## config.mk

```make
export PLATFORM = sky130hd
export DESIGN_NAME = fp_stream_accum_flat
export DESIGN_NICKNAME = d
export VERILOG_FILES = /design/src/rtl/fp_pkg.sv /design/src/rtl/fp_stream_accum_if.sv /design/src/rtl/fp_lzc25.sv /design/src/rtl/fp_stream_accum.sv /design/src/flat_wrapper.sv
export SDC_FILE = /design/constraint.sdc
export NUM_CORES = 1
export LEC_CHECK = 0
export ABC_CLOCK_PERIOD_IN_PS = 9500
export CAP_MARGIN = 15
export CORE_MARGIN = 2
export CORE_UTILIZATION = 45
export CTS_CLUSTER_DIAMETER = 120
export DETAILED_ROUTE_END_ITERATION = 6
export GPL_TIMING_DRIVEN = 1
export PLACE_DENSITY = 0.65
export SLEW_MARGIN = 10
export SYNTH_ARGS = -nofsm -noshare
export SYNTH_HDL_FRONTEND = slang
export SYNTH_SLANG_ARGS = --single-unit
```

## constraint.sdc

```tcl
create_clock -name clk -period 9.5 [get_ports clk]
set_clock_uncertainty 0.15 [all_clocks]
set_input_delay 0.95 -clock clk [delete_from_list [all_inputs] [get_ports clk]]
set_output_delay 0.95 -clock clk [all_outputs]
set_load 0.02 [all_outputs]
```

## src/rtl/fp_pkg.sv

```systemverilog
// Shared types and constants for the FP32 stream accumulator.
//   fp32_t        : packed IEEE-754 single {s, e[7:0], m[22:0]}
//   accum_state_t : accumulator FSM states
package fp_pkg;

  typedef struct packed {
    logic        s;
    logic [7:0]  e;
    logic [22:0] m;
  } fp32_t;

  localparam int          FP_BIAS     = 127;
  localparam logic [31:0] FP_POS_ZERO = 32'h0;
  localparam logic [30:0] FP_MAX_FIN  = 31'h7F7FFFFF;

  typedef enum logic [2:0] {IDLE, ALIGN, ADD, NORM, OUT} accum_state_t;

endpackage

```

## src/rtl/fp_stream_accum_if.sv

```systemverilog
// Stream interface of the FP32 accumulator.
//   in_vld/in_rdy/in_fp/in_last : operand stream (master drives vld/fp/last)
//   out_vld/sum_fp/out_cnt      : frame result (slave drives)
interface fp_stream_accum_if #(
  parameter int CNT_W = 16
) ();
  logic             in_vld;
  logic             in_rdy;
  logic [31:0]      in_fp;
  logic             in_last;
  logic             out_vld;
  logic [31:0]      sum_fp;
  logic [CNT_W-1:0] out_cnt;

  modport master (output in_vld, in_fp, in_last,
                  input  in_rdy, out_vld, sum_fp, out_cnt);
  modport slave  (input  in_vld, in_fp, in_last,
                  output in_rdy, out_vld, sum_fp, out_cnt);
endinterface

```

## src/rtl/fp_lzc25.sv

```systemverilog
// Combinational leading-zero counter over a 25-bit vector.
//   val : input vector, bit 24 is the most significant
//   lz  : number of leading zeros (25 when val is zero)
module fp_lzc25 (
  input  logic [24:0] val,
  output logic [4:0]  lz
);
  // Scan upward so the highest set bit is the last to write lz.
  always_comb begin
    lz = 5'd25;
    for (int i = 0; i < 25; i++) begin
      if (val[i]) lz = 5'(24 - i);
    end
  end
endmodule

```

## src/rtl/fp_stream_accum.sv

```systemverilog
// Multi-cycle FP32 frame accumulator with truncating rounding.
//   clk, rst : clock, synchronous active-high reset
//   clr      : synchronous frame abort
//   bus      : fp_stream_accum_if.slave (operand stream in, frame sum out)
// Build option FP_ACCUM_NORM_LZC_EN: single-cycle normalisation using fp_lzc25;
// otherwise normalisation shifts left one bit per cycle. Results are identical.
//
// state | meaning
// IDLE  | waiting for an operand, in_rdy high
// ALIGN | order operands by exponent, shift smaller mantissa right
// ADD   | sign-magnitude add/subtract into 25-bit result
// NORM  | normalise, round by truncation, update acc on exit
// OUT   | publish acc/cnt, clear both for the next frame
module fp_stream_accum
  import fp_pkg::*;
#(
  parameter int CNT_W = 16
) (
  input  logic clk,
  input  logic rst,
  input  logic clr,
  fp_stream_accum_if.slave bus
);

  accum_state_t     state, state_nxt;
  fp32_t            op_q;
  logic             last_q;
  logic [31:0]      acc_q, sum_q;
  logic [CNT_W-1:0] cnt_q, out_cnt_q;
  logic             out_vld_q;
  logic             a_s, b_s, sat_q, sat_s_q, r_s;
  logic [7:0]       a_e;
  logic [23:0]      a_m, b_m;
  logic [24:0]      r_m, n_m, sum_m;
  logic signed [9:0] r_e, n_e;
  logic             n_done, sum_s, accept;
  logic [31:0]      norm_res;

  fp32_t       acc_f;
  logic [23:0] op_mag, acc_mag, big_mag, small_mag, small_sh;
  logic [7:0]  big_e, de;
  logic        op_sn, acc_sn, big_s, small_s;

  assign bus.in_rdy  = (state == IDLE) && !clr;
  assign accept      = bus.in_vld && bus.in_rdy;
  assign bus.out_vld = out_vld_q;
  assign bus.sum_fp  = sum_q;
  assign bus.out_cnt = out_cnt_q;

  // Alignment: zero exponent means +0 (denormals flushed).
  always_comb begin
    acc_f   = acc_q;
    op_mag  = (op_q.e == 8'd0) ? 24'd0 : {1'b1, op_q.m};
    op_sn   = (op_q.e == 8'd0) ? 1'b0 : op_q.s;
    acc_mag = (acc_f.e == 8'd0) ? 24'd0 : {1'b1, acc_f.m};
    acc_sn  = (acc_f.e == 8'd0) ? 1'b0 : acc_f.s;
    if (op_q.e > acc_f.e) begin
      big_e = op_q.e;  big_mag = op_mag;  big_s = op_sn;
      de = op_q.e - acc_f.e;  small_mag = acc_mag;  small_s = acc_sn;
    end else begin
      big_e = acc_f.e; big_mag = acc_mag; big_s = acc_sn;
      de = acc_f.e - op_q.e;  small_mag = op_mag;  small_s = op_sn;
    end
    small_sh = (de >= 8'd25) ? 24'd0 : (small_mag >> de);
  end

  always_comb begin
    if (a_s == b_s) begin
      sum_m = {1'b0, a_m} + {1'b0, b_m};
      sum_s = a_s;
    end else if (a_m >= b_m) begin
      sum_m = {1'b0, a_m - b_m};
      sum_s = a_s;
    end else begin
      sum_m = {1'b0, b_m - a_m};
      sum_s = b_s;
    end
    if (sum_m == 25'd0) sum_s = 1'b0;
  end

`ifdef FP_ACCUM_NORM_LZC_EN
  logic [4:0] lz;
  fp_lzc25 u_lzc (.val(r_m), .lz(lz));

  always_comb begin
    n_m    = r_m;
    n_e    = r_e;
    n_done = 1'b1;
    if (r_m == 25'd0) begin
      n_m = r_m;
    end else if (r_m[24]) begin
      n_m = r_m >> 1;
      n_e = r_e + 10'sd1;
    end else if (!r_m[23]) begin
      // lz >= 2 here; bit 23 is the target position, hence lz-1.
      n_m = r_m << (lz - 5'd1);
      n_e = r_e - signed'({5'd0, lz - 5'd1});
    end
  end
`else
  // Finishing on the cycle the shifted value becomes normal keeps k shifts to k cycles.
  always_comb begin
    n_m    = r_m;
    n_e    = r_e;
    n_done = 1'b1;
    if (r_m == 25'd0) begin
      n_m = r_m;
    end else if (r_m[24]) begin
      n_m = r_m >> 1;
      n_e = r_e + 10'sd1;
    end else if (!r_m[23]) begin
      n_m    = r_m << 1;
      n_e    = r_e - 10'sd1;
      n_done = r_m[22];
    end
  end
`endif

  always_comb begin
    if (sat_q)                              norm_res = {sat_s_q, FP_MAX_FIN};
    else if (n_m == 25'd0 || n_e < 10'sd1)  norm_res = FP_POS_ZERO;
    else if (n_e >= 10'sd255)               norm_res = {r_s, FP_MAX_FIN};
    else                                    norm_res = {r_s, n_e[7:0], n_m[22:0]};
  end

  always_ff @(posedge clk) begin
    if (rst || clr) state <= IDLE;
    else            state <= state_nxt;
  end

  always_comb begin
    state_nxt = state;
    case (state)
      IDLE:    if (accept) state_nxt = ALIGN;
      ALIGN:   state_nxt = ADD;
      ADD:     state_nxt = NORM;
      NORM:    if (n_done) state_nxt = last_q ? OUT : IDLE;
      OUT:     state_nxt = IDLE;
      default: state_nxt = IDLE;
    endcase
  end

  always_ff @(posedge clk) begin
    out_vld_q <= 1'b0;
    if (rst || clr) begin
      acc_q     <= FP_POS_ZERO;
      cnt_q     <= '0;
      sum_q     <= FP_POS_ZERO;
      out_cnt_q <= '0;
    end else begin
      case (state)
        IDLE: if (accept) begin
          op_q   <= bus.in_fp;
          last_q <= bus.in_last;
          cnt_q  <= cnt_q + CNT_W'(1);
        end
        ALIGN: begin
          a_s     <= big_s;
          a_e     <= big_e;
          a_m     <= big_mag;
          b_s     <= small_s;
          b_m     <= small_sh;
          sat_q   <= (op_q.e == 8'hFF);
          sat_s_q <= op_q.s;
        end
        ADD: begin
          r_m <= sum_m;
          r_s <= sum_s;
          r_e <= signed'({2'b00, a_e});
        end
        NORM: begin
          r_m <= n_m;
          r_e <= n_e;
          if (n_done) acc_q <= norm_res;
        end
        OUT: begin
          sum_q     <= acc_q;
          out_cnt_q <= cnt_q;
          out_vld_q <= 1'b1;
          acc_q     <= FP_POS_ZERO;
          cnt_q     <= '0;
        end
        default: ;
      endcase
    end
  end

endmodule
```

## src/flat_wrapper.sv

```systemverilog
// flat-port wrapper written by rule: the top's interface ports become plain ports
module fp_stream_accum_flat import fp_pkg::*;
#(
  parameter int CNT_W = 16
)
  (clk, rst, clr, bus_in_vld, bus_in_fp, bus_in_last, bus_in_rdy, bus_out_vld, bus_sum_fp, bus_out_cnt);
  fp_stream_accum_if #(.CNT_W(CNT_W)) bus_i ();
  input  logic clk;
  input  logic rst;
  input  logic clr;
  input wire logic [$bits(bus_i.in_vld)-1:0] bus_in_vld;
  input wire logic [$bits(bus_i.in_fp)-1:0] bus_in_fp;
  input wire logic [$bits(bus_i.in_last)-1:0] bus_in_last;
  output wire logic [$bits(bus_i.in_rdy)-1:0] bus_in_rdy;
  output wire logic [$bits(bus_i.out_vld)-1:0] bus_out_vld;
  output wire logic [$bits(bus_i.sum_fp)-1:0] bus_sum_fp;
  output wire logic [$bits(bus_i.out_cnt)-1:0] bus_out_cnt;
  assign bus_i.in_vld = bus_in_vld;
  assign bus_i.in_fp = bus_in_fp;
  assign bus_i.in_last = bus_in_last;
  assign bus_in_rdy = bus_i.in_rdy;
  assign bus_out_vld = bus_i.out_vld;
  assign bus_sum_fp = bus_i.sum_fp;
  assign bus_out_cnt = bus_i.out_cnt;
  fp_stream_accum #(.CNT_W(CNT_W)) u_core (.clk(clk), .rst(rst), .clr(clr), .bus(bus_i));
endmodule
```

# Yosys cells after proc, flatten, opt, wreduce, memory -nomap -nowiden

Cells that the tools add are included.

Register bits after elaboration: 229
Input bits: 37

Add/sub/neg operators: 8
Magnitude comparators: 5
Equal/unequal tests: 8
Shift operators: 1
Muxes and demuxes: 37
Bitwise operators: 1
Reduce and logical (&&, ||, !) cells: 21

Operator list:

| kind                                                               | number |
|---|---|
| 2-to-1 mux 24 bit                                                  | 6 |
| 2-to-1 mux 32 bit                                                  | 3 |
| logical NOT 25 bit                                                 | 3 |
| 2-to-1 mux 25 bit                                                  | 3 |
| one-hot mux 32 bit (2 select lines)                                | 1 |
| one-hot mux 25 bit (2 select lines)                                | 1 |
| subtractor 24 bit                                                  | 2 |
| one-hot mux 16 bit (2 select lines)                                | 1 |
| 2-to-1 mux 31 bit                                                  | 1 |
| 2-to-1 mux 10 bit                                                  | 3 |
| adder 24 x 24 -> 25 bit                                            | 1 |
| greater-or-equal comparator 24 bit                                 | 1 |
| >> shifter 24 x 8 -> 24 bit                                        | 1 |
| one-hot mux 10 bit (2 select lines)                                | 1 |
| adder 16 x 1 -> 16 bit, second input constant                      | 1 |
| logical NOT 8 bit                                                  | 2 |
| 2-to-1 mux 16 bit                                                  | 1 |
| 2-to-1 mux 8 bit                                                   | 2 |
| subtractor 8 bit                                                   | 2 |
| one-hot mux 3 bit (4 select lines)                                 | 1 |
| AND reduction 2 bit                                                | 6 |
| adder 10 x 2 -> 10 bit, second input constant                      | 1 |
| greater-or-equal comparator 10 x 9 -> 1 bit, second input constant | 1 |
| < comparator 10 x 2 -> 1 bit, second input constant                | 1 |
| other kinds (18)                                                   | 35 |

# Depth between registers and ports, before layout

Gate-level depths: netlist (run 1).

Word-level depth: 10
Gate-level depth with buffers: 18

# Least setup slack after synthesis (run 1)

OpenSTA, ideal clock, no wires.

Kind: input -> register
Start: input port clr
End: register u_core.a_e[0] (enable)
Setup time: 0.626 ns
Data arrival time: 7.251 ns
Required time: 8.724 ns
Slack: 1.473 ns
Stages: 4
Buffers on the path: 2
Cell sequence: or2_2 > clkbuf_1 > clkbuf_1 > nor4_1

Cells in the longest elaborated chain, start to end: 3

RTL lines:

| what                          | RTL line               | source |
|---|---|---|
| from (decl)                   | flat_wrapper.sv:10     | `input logic clr;` |
| logical OR 1 bit              | fp_stream_accum.sv:145 | `if (rst \|\| clr) begin` |
| inverter 1 bit (no line)      | n/a                    |  |
| AND reduction 2 bit (no line) | n/a                    |  |
| to (signal assigned)          | fp_stream_accum.sv:159 | `a_e <= big_e;` |
| to (decl)                     | fp_stream_accum.sv:32  | `logic [7:0] a_e;` |

No other way between the ends.
A chain may end at the register's enable or synchronous reset.

# Worst setup path after layout (run 1)

Start: register u_core.b_m[6]
End: register u_core.r_s (data pin)

Cells in the longest elaborated chain, start to end: 4
Elaborated cells between the ends (all ways): 9

RTL lines:

| what                                      | RTL line               | source |
|---|---|---|
| from (decl)                               | fp_stream_accum.sv:33  | `logic [23:0] a_m, b_m;` |
| from (signal assigned)                    | fp_stream_accum.sv:162 | `b_m <= small_sh;` |
| subtractor 24 bit (tied with other cells) | fp_stream_accum.sv:75  | `sum_m = {1'b0, b_m - a_m};` |
| 2-to-1 mux 24 bit                         | fp_stream_accum.sv:71  | `end else if (a_m >= b_m) begin` |
| 2-to-1 mux 25 bit                         | fp_stream_accum.sv:68  | `if (a_s == b_s) begin` |
| logical NOT 25 bit                        | fp_stream_accum.sv:78  | `if (sum_m == 25'd0) sum_s = 1'b0;` |
| to (signal assigned)                      | fp_stream_accum.sv:168 | `r_s <= sum_s;` |
| to (decl)                                 | fp_stream_accum.sv:31  | `logic a_s, b_s, sat_q, sat_s_q, r_s;` |

Several ways; a longest one is shown, not always the timed one.

==> out/qor.csv, run 1 <==
stage,metric,value,unit
cells_and_area,most frequent cells in the layout,"nand2_1, a21oi_1, o21ai_0, nor2_1, edfxtp_1",
detailed_routing,post-route ant nets,0,
power,Int Pwr,1.70,mW
global_route,GRT Total Usage,27.1,%
synthesis,Post-synth EDFFs,129,
power,VDD IR max,0.127,mV
clock_tree,CTS clock-pin slew for the worst setup and hold paths,0.06,ns
clock_tree,H-Tree Depth,1,
floorplanning,Core Area,0.0345,mm²
cells_and_area,fin nets,2009,
worst_setup_path,Crit Path Category,flop to flop,
synthesis,Mapped Nets,1993,
global_route,vias in the first global route,13200,
power,Comb pwr share,7.6,%
worst_hold_path,Worst Hold Class,flop to flop,
timing,"Hold Vio Cnt, Final",0,
run,Max-cap violations,0,
synthesis,Synth Instances,1862,
worst_setup_path,crit path DAT,5.08,ns
floorplanning,die area,0.0365,mm²
cells_and_area,Register Area,0.00588,mm²
cells_and_area,Area Overhead vs Synth,12.8,%
worst_setup_path,CP Depth,13,
timing,"Slew Viols, Final",0,
floorplanning,Core Rows,68,
power,Clk pwr share,45.1,%
worst_setup_path,Worst Path Buf+Inv,2,
worst_setup_path,Crit path required time,9.63,ns
cells_and_area,Multi-input gate area,0.00890,mm²
detailed_routing,drt pass-1 iters,7,
worst_setup_path,CP Launch Type,flop,
clock_tree,CTS tree,built,
detailed_routing,drt initial violations,1695,
place,Port Buffers,86,
clock_tree,Post-CTS Setup Repair Bufs,0,
clock_tree,clock sinks,229,
worst_setup_path,worst-path maximum fanout,15,
clock_tree,post-cts gate resize count,0,
power,switching share of power,24.0,%
worst_setup_path,critical path endpoint category,flop,
clock_tree,cts hold-fix bufs,0,
timing,slew margin rel.,31.2,%
timing,Hold WS,0.303,ns
floorplanning,initial core utilization,45.6,%
timing,period utilization,52.1,%
detailed_routing,Vias/cell,6.16,
detailed_routing,vias post-DR,14500,
timing,post-route minimum period,4.95,ns
detailed_routing,Routed WL,50000,µm
clock_tree,clock root cell,clkbuf_16,
synthesis,Netlist Area Pre-Place,0.0157,mm²
timing,setup TNS,0,ns
detailed_routing,drt wl/cell,21.2,µm
timing,fmax,0.202,GHz
timing,Worst Tran Pin Value,1.03,ns
floorplanning,I/O pins,87,
power,PwrDens,126,mW/mm²
clock_tree,Worst-Skew Late Latency,0.55,ns
place,hpwl dp,37200,µm
clock_tree,cts bufs inserted,26,
status,status,"complete, no violations",
synthesis,warnings from Yosys,0,
global_route,initial antenna violation count,0,
worst_hold_path,worst hold path depth,2,
worst_setup_path,crit-path max cell delay,0.61,ns
synthesis,"Avg Cell Area, Syn",8.45,µm²
global_route,first-pass GRT wire length,76600,µm
global_route,largest net degree at the start of global routing,108,
worst_setup_path,worst-path cell chain,"inv_1, ha_1, inv_1, o31ai_2, o21ai_2, a211o_1, nand2_1, a2111oi_0, a311oi_1, xnor2_1, or4b_2, nor4_1, a21oi_1",
cells_and_area,"commonest non-fill, non-tap cell in the layout",nand2_1,
clock_tree,CTS max path bufs,3,
power,Reg power frac,47.3,%
worst_setup_path,Reg2Reg Depth,13,
synthesis,Post-synth ARST share,0,%
global_route,GRT overflow,0,
synthesis,count of cell types in the netlist,86,
detailed_routing,DRC,0,
power,P_sw,0.539,mW
place,gp weighted congestion,0.956,
synthesis,"Seq/Total Area, Yosys",37.4,%
floorplanning,Die Y,191,µm
timing,Setup-failing EPs final,0,
floorplanning,Die Wd,191,µm
cells_and_area,# diodes,0,
cells_and_area,FILL cells,3195,
timing,unrepaired setup endpoints after global routing,no,
power,leakage power,6.67,nW
synthesis,Most used DFF post-synth,edfxtp_1,
worst_setup_path,CP top delay family,compound AO/OA/AOI/OAI gates,
synthesis,"FF+latch count, synth",229,
worst_setup_path,cell mode on critical path,inv_1,
worst_setup_path,reg2reg setup slack,4.55,ns
cells_and_area,ratio of cells with drive above 1 in the final layout,6.64,%
worst_setup_path,Slowest cell on crit path,or4b_2,
[flip-flops by register name (all words and copies together) (netlist names), 3 cells and up]
| register | cells |
|---|---|
| u_core.bus.sum_fp | 32 |
| u_core.cnt_q | 16 |
| u_core.b_m | 24 |
| u_core.bus.out_cnt | 16 |
| u_core.state | 3 |
| u_core.a_e | 8 |
| u_core.r_e | 10 |
| u_core.op_q | 32 |
| u_core.r_m | 25 |
| u_core.a_m | 24 |
| u_core.acc_f | 32 |
[worst paths after layout]
kind | startpoint | endpoint
worst max register to register | u_core.b_m[6]$_SDFFCE_PP0P_ | u_core.r_s$_SDFFCE_PN0P_
worst min-delay path | u_core.bus.out_cnt[14]$_SDFFE_PP0P_ | u_core.bus.out_cnt[14]$_SDFFE_PP0P_
worst max-delay path | u_core.b_m[6]$_SDFFCE_PP0P_ | u_core.r_s$_SDFFCE_PN0P_
worst min register to register | u_core.bus.out_cnt[14]$_SDFFE_PP0P_ | u_core.bus.out_cnt[14]$_SDFFE_PP0P_
[power groups by stage]
| stage | Clock [mW] | Combinational, mW | Sequential (mW) |
|---|---|---|---|
| 6_report | 1.01 | 0.170 | 1.06 |
| 5_1_grt | 1.06 | 0.185 | 1.06 |
| 4_1_cts | 1.03 | 0.166 | 1.06 |
| 3_5_place_dp | 0 | 0.165 | 1.08 |
| 3_3_place_gp | 0 | 0.166 | 1.08 |
| 2_1_floorplan | 0 | 0.112 | 1.08 |
[cells in the mapped netlist (5+ instances only)]
master	instances	share of area (%)
o211ai_1	13	0.62
o21bai_1	7	0.33
nor3_1	36	1.1
o31ai_1	9	0.43
buf_1	15	0.36
nand2_1	268	6.4
a31oi_1	20	0.80
nand3_1	60	1.9
or4_1	5	0.24
buf_4	6	0.29
nand4_1	18	0.72
mux2i_1	70	4.5
xor2_1	22	1.2
clkbuf_1	77	1.8
mux2_2	17	1.2
o21a_1	11	0.53
nor4_1	25	0.99
o22ai_1	7	0.28
dfxtp_1	100	13
a21o_1	23	1.1
or2_2	8	0.32
a221oi_1	32	1.8
o221ai_1	5	0.28
edfxtp_1	129	25
a21oi_1	155	4.9
nor2_1	131	3.1
a211oi_1	18	0.86
and2_1	15	0.60
or3_1	12	0.48
inv_1	126	3.0
xnor2_1	28	1.6
fa_1	5	0.64
a222oi_1	21	1.3
o21ai_0	131	4.2
and3_1	10	0.40
nor2b_1	7	0.28
ha_1	89	7.1
buf_2	20	0.64
a311oi_1	6	0.33
nand2b_1	16	0.64
[metal layers]
layer	track usage, %	wire length, µm	vias to the layer above
li1	-	-	6744
met1	41.2	22900	6931
met2	39.7	21000	742
met3	4.02	4700	68
met4	7.25	1330	0
met5	0	0	-
[worst reg2reg max path: cells and delay by family (launching register included)]
| kind | cells | cell delay (ns) |
|---|---|---|
| xor+xnor | 1 | 0.14 |
| simple gates | 3 | 1.58 |
| buf+inv | 2 | 0.27 |
| compound gates | 6 | 1.60 |
| fa+ha+maj | 1 | 0.51 |
| flops | 1 | 0.44 |
[metrics by stage]
step	cells	setup WS, ns	util [%]	area [µm²]	power (mW)
finish	2353	4.55	51.5	17700	2.24
global placement	2304	4.19	48.9	16900	1.25
CTS	2352	4.16	51.4	17700	2.25
floorplan	1862	1.47	-	15700	1.19
global route	2353	4.31	51.5	17700	2.31
detailed placement	2304	4.21	48.9	16900	1.25
[cell families (layout without fill, tap and decap cells)]
kind of cell / count (synthesis) / after routing / share of synthesized area [%]
XOR/XNOR: 51 / 51 / 2.89
AO/OA/AOI/OAI: 520 / 520 / 21.4
AND/OR/NAND/NOR: 630 / 630 / 18.3
multiplexers: 89 / 89 / 5.96
adder cells (fa/ha/maj): 94 / 94 / 7.72
buffers and inverters: 249 / 285 / 6.36
flip-flops: 229 / 229 / 37.4
[final cells by class]
type / instances / share of cell area (%)
Clock inverter: 16 / 0.882
Tap cell: 455 / 3.21
Clock buffer: 32 / 3.97
Multi-Input combinational cell: 1384 / 50.2
Timing Repair Buffer: 110 / 5.91
Sequential cell: 229 / 33.1
Inverter: 127 / 2.69
No activity file was read; power rests on OpenSTA's default activity.
==> inputs of run 2 (changes only) <==
ABC_CLOCK_PERIOD_IN_PS = 4000   (was 9500)
PLACE_DENSITY = 0.67   (was 0.65)
clock period = 4 ns   (was 9.5 ns; I/O delays follow)
==> out/qor.csv, run 2 (synthesized netlist as in run 1, its figures left out) <==
stage,metric,value,unit,change
power,Comb pwr share,10.5,%,+2.9 points
detailed_routing,drt wl/cell,20.5,µm,-3.5%
global_route,GRT overflow,0,,unchanged
worst_setup_path,Crit Path Category,flop to flop,,
worst_setup_path,Crit path required time,4.15,ns,-5.48 ns
clock_tree,cts bufs inserted,25,,-3.8%
place,pre-CTS WS,-0.429,ns,-4.64 ns
power,Int Pwr,4.32,mW,+150%
global_route,largest net degree at the start of global routing,82,,-24%
cells_and_area,Area Overhead vs Synth,35.0,%,
worst_setup_path,worst-path maximum fanout,4,,-11
worst_hold_path,Worst Hold Class,input port to flop,,
timing,fmax,0.240,GHz,+19%
power,Reg power frac,44.2,%,-3.1 points
clock_tree,CTS tree,built,,
timing,unrepaired setup endpoints after global routing,yes,,
status,status,finished with violations,,
timing,Worst Tran Pin Value,1.02,ns,-0.0146 ns
global_route,vias in the first global route,14900,,+13%
floorplanning,Die Y,191,µm,unchanged
detailed_routing,DRC,3,,+3
clock_tree,clock sinks,229,,unchanged
cells_and_area,ratio of cells with drive above 1 in the final layout,25.7,%,+19 points
clock_tree,CTS max path bufs,3,,unchanged
timing,Hold WS,0.246,ns,-0.0573 ns
cells_and_area,Multi-input gate area,0.00976,mm²,+9.6%
detailed_routing,Routed WL,54900,µm,+9.7%
worst_setup_path,crit path DAT,4.32,ns,-0.76 ns
power,VDD IR max,0.295,mV,+130%
clock_tree,Worst-Skew Late Latency,0.56,ns,about the same
worst_setup_path,CP Launch Type,flop,,
timing,period utilization,104,%,+52 points
floorplanning,Core Rows,68,,unchanged
worst_setup_path,Critical path origin,u_core.b_m[1]$_SDFFCE_PP0P_,,
cells_and_area,Register Area,0.00588,mm²,unchanged
clock_tree,cts hold-fix bufs,0,,unchanged
clock_tree,CTS clock-pin slew for the worst setup and hold paths,0.06,ns,about the same
cells_and_area,most frequent cells in the layout,"buf_4, nand2_1, a21oi_1, edfxtp_1, inv_1",,
worst_hold_path,worst hold start,bus_in_fp[28],,
place,hpwl dp,40500,µm,+9.0%
timing,setup TNS,-0.183,ns,-0.183 ns
power,P_sw,1.37,mW,+150%
power,Final Power,5.69,mW,+150%
detailed_routing,Vias/cell,5.91,,-4.0%
timing,post-route minimum period,4.17,ns,-0.778 ns
timing,PnR worst setup slack,-0.172,ns,-4.72 ns
global_route,first-pass GRT wire length,82700,µm,+8.0%
timing,"Hold Vio Cnt, Final",0,,unchanged
timing,slew margin rel.,32.0,%,+0.81 points
place,gp weighted congestion,0.993,,+3.9%
cells_and_area,FILL cells,2925,,-8.5%
power,leakage power,8.41,nW,+26%
power,switching share of power,24.1,%,+0.027 points
worst_setup_path,critical path endpoint category,flop,,
floorplanning,Core Area,0.0345,mm²,unchanged
status,failing checks,"design-rule violations, negative setup slack",,
place,Port Buffers,86,,unchanged
cells_and_area,fin nets,2333,,+16%
run,Max-cap violations,0,,unchanged
clock_tree,H-Tree Depth,1,,unchanged
power,Clk pwr share,45.3,%,+0.2 points
floorplanning,die area,0.0365,mm²,unchanged
detailed_routing,post-route ant nets,0,,unchanged
floorplanning,I/O pins,87,,unchanged
detailed_routing,drt initial violations,1846,,+8.9%
detailed_routing,vias post-DR,15800,,+9.2%
clock_tree,clock root cell,clkbuf_16,,
floorplanning,Die Wd,191,µm,unchanged
global_route,initial antenna violation count,3,,+3
timing,Setup-failing EPs final,2,,+2
power,PwrDens,268,mW/mm²,+110%
worst_hold_path,worst hold path depth,1,,-1
floorplanning,initial core utilization,45.6,%,unchanged
timing,"Slew Viols, Final",0,,unchanged
cells_and_area,# diodes,0,,unchanged
cells_and_area,"commonest non-fill, non-tap cell in the layout",buf_4,,
detailed_routing,drt pass-1 iters,7,,unchanged
worst_setup_path,Reg2Reg Depth,16,,+3
global_route,GRT Total Usage,28.9,%,+1.8 points
worst_setup_path,Reg-to-Reg Start,u_core.b_m[1]$_SDFFCE_PP0P_,,
-- run 2: changes by cell type in the layout (fill, tap and decap cells not counted), moves of 8 or more --
cell / before / now
mux2i_2: 1 / 14
buf_4: 23 / 326
nor2_2: 0 / 10
nor2_1: 130 / 120
o21ai_0: 131 / 123
a21oi_1: 155 / 146
mux2i_1: 69 / 49
ha_1: 88 / 76
ha_4: 0 / 9
buf_6: 0 / 13
-- run 2: path summary, 6_finish.rpt --
check | slack, ns | end
worst max-delay path | -0.17 | u_core.r_s$_SDFFCE_PN0P_
worst max register to register | -0.17 | u_core.r_s$_SDFFCE_PN0P_
worst min-delay path | 0.25 | u_core.op_q[28]$_DFFE_PP_
worst min register to register | 0.31 | u_core.bus.sum_fp[24]$_SDFFE_PP0P_
-- run 2: worst max-delay path: stages (launching register included) --
cell and delay [ns]:
edfxtp_1 0.36, buf_4 0.15, inv_1 0.08, buf_4 0.15, fa_2 0.38, or2b_1 0.26
o221ai_2 0.20, o211ai_1 0.27, o21a_1 0.26, buf_4 0.14, nor3_1 0.18, a311oi_1 0.08
xor2_1 0.25, nand2b_1 0.09, or4_4 0.51, nor4_4 0.32, a21oi_2 0.09
-- run 2: cell type report --
type | count | share of cell area [%]
Clock buffer | 31 | 3.19
Clock inverter | 15 | 1.11
Inverter | 127 | 2.24
Multi-Input combinational cell | 1385 | 45.9
Sequential cell | 229 | 27.7
Tap cell | 455 | 2.68
Timing Repair Buffer | 434 | 17.2
-- run 2: repair_timing --
| action | 4_1_cts | 5_1_grt |
|---|---|---|
| pin swaps | 35 | 47 |
| endpoints found under the setup margin | 22 | 27 |
| gates resized for setup | 68 | 113 |
| buffers inserted | 19 | 27 |
| gates cloned | 0 | 3 |
-- run 2: metal layers --
metal  wire length, µm  global-route usage (%)
met2             24900                    46.7
met4              1670                    7.90
met3              4140                    4.15
met1             24100                    40.4
met5                11                       0
-- run 2: power groups by stage --
stage                     clock network [mW]  registers (mW)  logic [mW]
after floorplan                            0            2.56       0.268
after global placement                     0            2.57       0.494
after detailed placement                   0            2.57       0.499
after CTS                               2.61            2.51       0.528
after global routing                    2.69            2.52       0.635
final                                   2.58            2.52       0.600
-- run 2: stage by stage --
stage,cells,instance area (µm²),util [%]
2_1_floorplan,1862,15800,-
3_3_place_gp,2585,19100,55.3
3_5_place_dp,2585,19100,55.3
4_1_cts,2647,20400,59.3
5_1_grt,2676,21200,61.6
6_report,2676,21200,61.6
==> inputs of run 3 (changes only) <==
CORE_UTILIZATION = 52   (was 45)
PLACE_DENSITY = 0.76   (was 0.67)
SLEW_MARGIN = not set   (was 10)
==> out/qor.csv, run 3 (synthesized netlist as in run 1, its figures left out) <==
stage,metric,value,unit,change
cells_and_area,most frequent cells in the layout,"buf_4, nand2_1, a21oi_1, edfxtp_1, o21ai_0",,
clock_tree,cts hold-fix bufs,0,,unchanged
floorplanning,Core Rows,63,,-7.4%
global_route,largest net degree at the start of global routing,61,,-26%
clock_tree,cts bufs inserted,24,,-4.0%
worst_setup_path,Crit path required time,4.14,ns,about the same
floorplanning,die area,0.0317,mm²,-13%
global_route,first-pass GRT wire length,82200,µm,-0.65%
timing,unrepaired setup endpoints after global routing,yes,,
clock_tree,CTS clock-pin slew for the worst setup and hold paths,0.06,ns,about the same
floorplanning,initial core utilization,52.9,%,+7.3 points
power,PwrDens,247,mW/mm²,-8.0%
cells_and_area,FILL cells,2220,,-24%
timing,setup TNS,-0.0931,ns,+0.0901 ns
power,VDD IR max,0.366,mV,+24%
worst_hold_path,Worst Hold Class,input port to flop,,
worst_setup_path,crit path DAT,4.23,ns,-0.09 ns
worst_setup_path,crit-path max cell delay,0.56,ns,+0.05 ns
worst_setup_path,Slowest cell on crit path,or4b_4,,
place,hpwl dp,39900,µm,-1.4%
timing,"Hold Vio Cnt, Final",0,,unchanged
detailed_routing,DRC,14,,+11
clock_tree,Worst-Skew Late Latency,0.54,ns,-0.02 ns
clock_tree,CTS max path bufs,3,,unchanged
global_route,GRT Total Usage,32.9,%,+4.0 points
power,leakage power,8.39,nW,-0.27%
floorplanning,Core Area,0.0297,mm²,-14%
timing,slew margin rel.,32.2,%,+0.19 points
detailed_routing,drt pass-1 iters,7,,unchanged
detailed_routing,post-route ant nets,0,,unchanged
worst_setup_path,critical path endpoint category,flop,,
worst_setup_path,Critical path destination,u_core.r_s$_SDFFCE_PN0P_,,
worst_setup_path,Crit Path Category,flop to flop,,
clock_tree,H-Tree Depth,1,,unchanged
global_route,initial antenna violation count,2,,-1
worst_setup_path,reg2reg setup slack,-0.09,ns,+0.08 ns
clock_tree,clock sinks,229,,unchanged
floorplanning,Die Y,178,µm,-6.8%
place,dpl cell area,0.0190,mm²,-0.20%
floorplanning,I/O pins,87,,unchanged
clock_tree,clock root cell,clkbuf_16,,
detailed_routing,Vias/cell,6.16,,+4.1%
cells_and_area,fin nets,2342,,+0.39%
cells_and_area,"commonest non-fill, non-tap cell in the layout",buf_4,,
worst_setup_path,worst-path maximum fanout,5,,+1
timing,PnR worst setup slack,-0.0931,ns,+0.0794 ns
worst_setup_path,CP Launch Type,flop,,
timing,Worst Tran Pin Value,1.02,ns,-0.000402 ns
cells_and_area,Area Overhead vs Synth,34.3,%,
detailed_routing,drt wl/cell,20.6,µm,+0.55%
timing,"Slew Viols, Final",0,,unchanged
worst_setup_path,Reg2Reg Depth,14,,-2
floorplanning,Die Wd,178,µm,-6.8%
timing,fmax,0.244,GHz,+1.9%
place,Port Buffers,86,,unchanged
cells_and_area,fin area,0.0211,mm²,-0.54%
status,failing checks,"design-rule violations, negative setup slack",,
worst_setup_path,Reg-to-Reg Start,u_core.b_m[13]$_SDFFCE_PP0P_,,
timing,Setup-failing EPs final,1,,-1
clock_tree,CTS tree,built,,
status,status,finished with violations,,
detailed_routing,drt initial violations,1993,,+8.0%
timing,period utilization,102,%,-2.0 points
detailed_routing,vias post-DR,16100,,+2.0%
run,Max-cap violations,0,,unchanged
worst_setup_path,Worst R2R End,u_core.r_s$_SDFFCE_PN0P_,,
place,pre-CTS WS,-0.463,ns,-0.0341 ns
detailed_routing,Routed WL,54000,µm,-1.6%
timing,Hold WS,0.264,ns,+0.0180 ns
global_route,GRT overflow,0,,unchanged
worst_setup_path,Critical path origin,u_core.b_m[13]$_SDFFCE_PP0P_,,
place,gp weighted congestion,0.954,,-4.0%
timing,post-route minimum period,4.09,ns,-0.0794 ns
cells_and_area,ratio of cells with drive above 1 in the final layout,26.2,%,+0.55 points
worst_setup_path,worst-path cell chain,"inv_1, ha_4, a21oi_2, o211ai_1, a311oi_2, buf_4, nand2_4, buf_4, a311oi_2, xnor2_1, or4b_4, or4_4, nor4_4, a21oi_1",,
global_route,vias in the first global route,15100,,+1.7%
run 3: cell count changes in the layout (fill, tap and decap cells not counted), sizes merged:
cell,delta
buf,+11
bufinv,-5
clkinv,+2
diode,+2
inv,-1
o21ai,-1
or2,+1
run 3: area by class of cell:
cell class | count | area, µm² | area share, %
Clock inverter | 11 | 87.6 | 0.415
Tap cell | 390 | 488 | 2.31
Inverter | 127 | 477 | 2.26
Timing Repair Buffer | 444 | 3700 | 17.5
Multi-Input combinational cell | 1385 | 9850 | 46.6
Clock buffer | 32 | 641 | 3.03
Antenna cell | 2 | 5.00 | 0.0237
Sequential cell | 229 | 5880 | 27.8
run 3: power breakdown:
group          switching (mW)  internal [mW]
logic                   0.315          0.280
clock network           0.962           1.14
registers              0.0170           2.50
run 3: how the worst min path moves through the flow:
stage / start / to / slack, ns / depth (start not counted)
finish: bus_in_last / u_core.last_q$_DFFE_PP_ / 0.26 / 1
global placement: u_core.bus.out_cnt[4]$_SDFFE_PP0P_ / u_core.bus.out_cnt[4]$_SDFFE_PP0P_ / 0.29 / 2
floorplan: u_core.cnt_q[15]$_SDFFE_PP0P_ / u_core.bus.out_cnt[15]$_SDFFE_PP0P_ / 0.29 / 2
global route: bus_in_fp[26] / u_core.op_q[26]$_DFFE_PP_ / 0.25 / 1
detailed placement: u_core.bus.out_cnt[3]$_SDFFE_PP0P_ / u_core.bus.out_cnt[3]$_SDFFE_PP0P_ / 0.30 / 2
CTS: bus_in_last / u_core.last_q$_DFFE_PP_ / 0.26 / 1
run 3: through the flow:
step | std cells | total power [mW] | utilization [%]
finish | 2620 | 5.21 | 71.1
global route | 2618 | 5.36 | 71.1
CTS | 2586 | 5.16 | 68.1
detailed placement | 2524 | 3.06 | 64.0
global placement | 2524 | 3.06 | 64.0
floorplan | 1862 | 2.83 | -
run 3: layer usage:
metal / global-route usage, % / share of wire [%]
met2: 52.9 / 45
met4: 10.9 / 3.5
met3: 5.74 / 9.6
met1: 44.9 / 41
met5: 0 / 0
run 3: critical path, delay by kind of cell (launching register included):
family	cells	cell delay, ns
AND/OR/NAND/NOR	4	1.40
AO/OA/AOI/OAI	5	1.01
buffers and inverters	3	0.49
flip-flops	1	0.41
adder cells (fa/ha/maj)	1	0.23
XOR/XNOR	1	0.14
run 3: what timing repair did:
item,CTS,global route
pin swaps,19,68
gates cloned,1,2
resized for setup,70,116
setup buffers,18,31
setup endpoints to repair,22,28
